## config.mk

```make
export PLATFORM = sky130hd
export DESIGN_NAME = light_mixer
export DESIGN_NICKNAME = d
export VERILOG_FILES = /design/src/rtl/light_mixer.sv
export SDC_FILE = /design/constraint.sdc
export NUM_CORES = 1
export LEC_CHECK = 0
export ABC_AREA = 1
export CORE_MARGIN = 3
export CORE_UTILIZATION = 50
export DETAILED_ROUTE_END_ITERATION = 10
export GPL_TIMING_DRIVEN = 0
export PLACE_DENSITY = 0.73
export SLEW_MARGIN = 10
export SYNTH_ARGS = -nofsm -noshare
export SYNTH_HDL_FRONTEND = slang
export SYNTH_SLANG_ARGS = --single-unit
```

## constraint.sdc

```tcl
create_clock -name clk -period 15.8 [get_ports clk]
set_input_delay 3.16 -clock clk [delete_from_list [all_inputs] [get_ports clk]]
set_output_delay 3.16 -clock clk [all_outputs]
set_load 0.005 [all_outputs]
```

## src/rtl/light_mixer.sv

```systemverilog
// Colour sequencer (manual button or auto prescaler) feeding a white<->colour crossfade.
// Registered light output: one cycle behind colour/alpha; no backpressure, inputs sampled every cycle.
module light_mixer #(
  parameter int CHAN_W    = 8,
  parameter int FADE_BITS = 4,
  parameter int AUTO_DIV  = 1000000
) (
  input  logic                clk,
  input  logic                rst,
  input  logic                button,
  input  logic                sel,
  input  logic                auto,
  output logic [3*CHAN_W-1:0] light,
  output logic [2:0]          colour,
  output logic                fading
);

  localparam int AW = FADE_BITS + 1;
  localparam int MW = CHAN_W + FADE_BITS + 1;
  localparam int PW = $clog2(AUTO_DIV);
  localparam logic [AW-1:0]     A_FULL = AW'(1 << FADE_BITS);
  localparam logic [CHAN_W-1:0] CH_MAX = '1;

  logic              btn_q;
  logic [PW-1:0]     presc;
  logic [AW-1:0]     alpha;
  logic [AW-1:0]     target;
  logic              presc_wrap;
  logic              step;
  logic [3*CHAN_W-1:0] mix;

  assign target     = sel ? A_FULL : '0;
  assign fading     = (alpha != target);
  assign presc_wrap = (presc == PW'(AUTO_DIV - 1));
  assign step       = auto ? presc_wrap : (button & ~btn_q);

  // White term plus colour term; a channel that is on sums back to exactly full scale.
  function automatic logic [CHAN_W-1:0] blend(input logic on, input logic [AW-1:0] a);
    logic [MW-1:0] sum;
    sum = MW'(CH_MAX) * MW'(A_FULL - a) + (on ? MW'(CH_MAX) * MW'(a) : MW'(0));
    return CHAN_W'(sum >> FADE_BITS);
  endfunction

  always_comb begin
    mix = '0;
    for (int c = 0; c < 3; c++) begin
      mix[c*CHAN_W +: CHAN_W] = blend(colour[c], alpha);
    end
  end

  always_ff @(posedge clk or negedge rst) begin
    if (!rst) begin
      colour <= 3'b001;
      alpha  <= '0;
      presc  <= '0;
      btn_q  <= 1'b0;
      light  <= '1;
    end else begin
      btn_q <= button;
      presc <= (auto && !presc_wrap) ? presc + PW'(1) : '0;
      if (step) begin
        colour <= (colour == 3'b110) ? 3'b001 : colour + 3'd1;
      end
      if (alpha < target) begin
        alpha <= alpha + AW'(1);
      end else if (alpha > target) begin
        alpha <= alpha - AW'(1);
      end
      light <= mix;
    end
  end

endmodule

```

# After elaboration in Yosys (flattened, before gate mapping)
# Cells that the tools add are included.
# op_classes
n_addsub	8
n_mul	2
order_cmp	2
n_eq_ne	3
mux	9
bitwise_logic	2
reduce_logical	3
# op_table
operator	n
$add A12 B12 Y12	3
$mux W12	3
$add A20 B1 Y20 const B	1
$eq A20 B20 Y1 const B	1
$mux W20	1
$mux W5	3
$mul A8 B5 Y12 const A	1
$mul A9 B6 Y12 const A	1
$sub A5 B5 Y6 const A	1
$add A5 B1 Y5 const B	1
$gt A5 B5 Y1	1
$lt A5 B5 Y1	1
$ne A5 B5 Y1	1
$sub A5 B1 Y5 const B	1
$add A3 B1 Y3 const B	1
$eq A3 B3 Y1 const B	1
$mux W3	1
$reduce_bool A2 Y1	1
$and A1 B1 Y1	1
$logic_and A1 B1 Y1	1
$logic_not A1 Y1	1
$mux W1	1
$not A1 Y1	1
# word_totals
ff_bits	53
input_bits	5
out_inout_bits	28
word_cells	34

# Depth between registers and ports, before layout
# depth
ltp_word	4
depth_mapped	28
depth_no_buf	27

# Least setup slack after synthesis
# Ideal clock, no wire load.
# synth_path
path_type	input -> output
start	in sel
end	out fading
t_arrival_ns	3.632
required_ns	12.640
setup_slack_ns	9.008
stages	4
n_path_buf	0
path_cell_list	inv_1 -> ha_1 -> nor2_1 -> inv_1
# synth_via
elab_chain_len	2
# synth_rtl
element	line_no	rtl
start, declared	11	input logic sel,
$mux W5	32	assign target = sel ? A_FULL : '0;
$ne A5 B5 Y1	33	assign fading = (alpha != target);
end, declared	15	output logic fading
# No other way between the ends.

# Final worst setup path
# Same ends and word-level chain as after synthesis.

==> run_results.csv <==
group,metric,value,unit
run_status,status,"complete, no violations",
worst_setup_path,arrival,4580,ps
place,dpl.hpwl,9260,um
grt,grt_pass1_wl,19400,um
synth,synthArstFlopShare,1.00,
worst_setup_path,critPathMaxStageDelay,480,ps
timing,fmax,129,MHz
synth,synth_edf_count,0,
worst_setup_path,crit_path_cell_trace,"clkdlybuf4s50_1 -> inv_1 -> ha_1 -> nor2_1 -> inv_1 -> clkdlybuf4s50_1",
worst_setup_path,crit_path_max_fanout,2,
grt,antenna_found_initial,0,
finish,final_common_cell,"nand2_1",
floorplan,die_y,109,um
grt,grt_overflow,0,
grt,grt_max_degree,36,
synth,yosysWarningCount,0,
floorplan,core,10300,sq um
synth,synth_nets,775,
finish,nets,815,
synth,netlist_area,5330,sq um
clock_network,cts_resized,0,
finish,post_route_cells_drive_above_1_share,0.101,
clock_network,cts_inserted_buffers,5,
worst_setup_path,critPathSlowestCell,"clkdlybuf4s50_1",
clock_network,cts_sinks,53,
clock_network,clkTransAtPathRegs,100,ps
clock_network,clock_latency,320,ps
flow_run,drv_cap,0,
place,gp_congestion,0.937,
timing,slew_viol_final,0,
finish,fillers,949,
timing,rsz0062_at_grt,"false",
synth,yosysSeqAreaShare,0.255,
clock_network,postCtsHoldBufs,0,
detailed_routing,route.detailed.wl_per_inst,13.0,um
synth,ys_seq_elements,53,
floorplan,die_w,109,um
worst_setup_path,endpoint_kind,"output pin",
clock_network,clockBufferDepth,2,
clock_network,cts_max_level,2,
timing,slew-limit-headroom,0.637,
grt,grt_usage,0.202,
floorplan,initial_core_util,0.516,
worst_hold_path,hold_path.class,"flop to flop",
synth,synth_cell_types,44,
clock_network,tritoncts,"done",
detailed_routing,drt-initial-drc-count,165,
clock_network,postCtsSetupRepairBufs,0,
timing,tightestPinTransition,541,ps
synth,avgSynthCellArea,7.93,sq um
timing,hold_viol,0,
timing,fin_crit,7740,ps
place,io_buffers,32,
detailed_routing,firstDrtPassIters,5,
timing,fin_tns_setup,0,ps
grt,first_global_vias,4335,
detailed_routing,routed_wirelength,11000,um
finish,layout_common_cells,"nand2_1 (134), inv_1 (89), ha_1 (79)",
floorplan,rows,37,
detailed_routing,drc,0,
floorplan,dieArea,11900,sq um
finish,antenna_cells,0,
worst_setup_path,start_kind,"input port",
timing,finalSetupViolCount,0,
detailed_routing,detail_route.vias_per_cell,5.17,
worst_setup_path,crit_type,"input port to output pin",
timing,skew,12.0,ps
worst_setup_path,critPathLaunch,"sel",
clock_network,clockRootBuffer,"clkbuf_8",
timing,period_share,0.490,
worst_setup_path,crit_required,12640,ps
floorplan,ios,33,
detailed_routing,vias,4386,
synth,netlist_instances,672,
worst_hold_path,hp-start,"presc[0]$_DFF_PN0_",
worst_setup_path,rr_startpoint,"alpha[0]$_DFFE_PN0P_",
detailed_routing,ant_nets,0,
finish,syn2layout_area_growth,11.2,%
synth,synthFlopType,"dfrtp_1",
-- per-stage QoR --
| step | hold slack, ps | instances | area (sq um) | setup WS, ps | util |
|---|---|---|---|---|---|
| after floorplan | 431 | 672 | 5330 | 9010 | - |
| after global placement | 446 | 840 | 5820 | 8070 | 0.564 |
| after detailed placement | 460 | 841 | 5840 | 8060 | 0.565 |
| after CTS | 473 | 849 | 5930 | 8050 | 0.574 |
| after global routing | 498 | 849 | 5930 | 7980 | 0.574 |
| final | 473 | 849 | 5930 | 8060 | 0.574 |
-- final timing paths --
path / endpoint / slack (ps) / cells after the start
max in group asynchronous: light[7]$_DFF_PN1_ / 12420 / 2
setup reg to reg: light[15]$_DFF_PN1_ / 9760 / 23
hold reg to reg: presc[0]$_DFF_PN0_ / 470 / 1
min in group asynchronous: alpha[2]$_DFFE_PN0P_ / 2790 / 1
setup / recovery: fading / 8060 / 6
hold / removal: presc[0]$_DFF_PN0_ / 470 / 1
-- per-layer routing --
layer  GRT usage  up-vias  wire [um]  part of all wire
li1            -     2257          -                 -
met1       0.271     2033       5090              0.46
met2       0.345       80       5220              0.47
met3      0.0243       16        546             0.050
met4      0.0508        0        162             0.015
met5           0        -          0                 0
-- kinds of logic (layout without fill, tap and decap cells) --
kind of cell | after synthesis | in the layout | synth area share
fa+ha+maj | 98 | 98 | 0.257
buf+inv | 104 | 145 | 0.0782
xor+xnor | 47 | 47 | 0.0772
flops | 53 | 53 | 0.255
simple gates | 288 | 288 | 0.245
compound gates | 82 | 82 | 0.0878
-- sequential cells by signal, indices dropped and copies added, names as in the netlist --
name    flops
presc      20
colour      3
light      24
btn_q       1
alpha       5
-- area by class of cell --
type / count / area (sq um) / area share
clock buffers: 5 / 68.8 / 0.0116
clock inverters: 3 / 21.3 / 0.00359
inverters: 97 / 369 / 0.0623
multi-input cells: 515 / 3560 / 0.600
repair buffers: 33 / 335 / 0.0566
well taps: 136 / 170 / 0.0287
plain buffers: 7 / 47.5 / 0.00802
flip-flops and latches: 53 / 1360 / 0.229
-- synth_stat cells (2+ instances only) --
library cell / count / area (sq um)
o21a_1: 2 / 15.0
o21ai_0: 15 / 75.1
inv_1: 89 / 334
nand3_1: 33 / 165
dfrtp_1: 28 / 701
nand2_1: 134 / 503
buf_2: 2 / 10.0
inv_4: 2 / 12.5
or2_1: 2 / 12.5
o21ai_1: 6 / 30.0
o21bai_1: 2 / 15.0
clkbuf_1: 2 / 7.51
nor3_1: 14 / 70.1
a21o_1: 6 / 45.0
nand3b_1: 2 / 15.0
a211oi_1: 2 / 15.0
nor2_2: 2 / 12.5
xnor2_1: 17 / 149
fa_1: 19 / 380
clkinv_1: 2 / 7.51
nor2_1: 63 / 236
nand3_2: 2 / 20.0
a31oi_1: 9 / 56.3
xor2_1: 30 / 263
dfstp_2: 25 / 657
nor2_4: 4 / 45.0
ha_1: 79 / 988
inv_2: 4 / 15.0
a21oi_1: 35 / 175
nor4_1: 4 / 25.0
nand2_2: 13 / 81.3
nor3_4: 2 / 32.5
buf_6: 2 / 22.5
o31ai_1: 2 / 15.0
nand4_1: 8 / 50.1
-- critical path, delay by kind of cell --
family	cells	cell delay, ps
and+or+nand+nor	1	130
adders and majority gates	1	280
buffers and inverters	4	1020
Power is not shown: default switching activity piles up to over one toggle a cycle in this logic, so the estimate is an artifact.
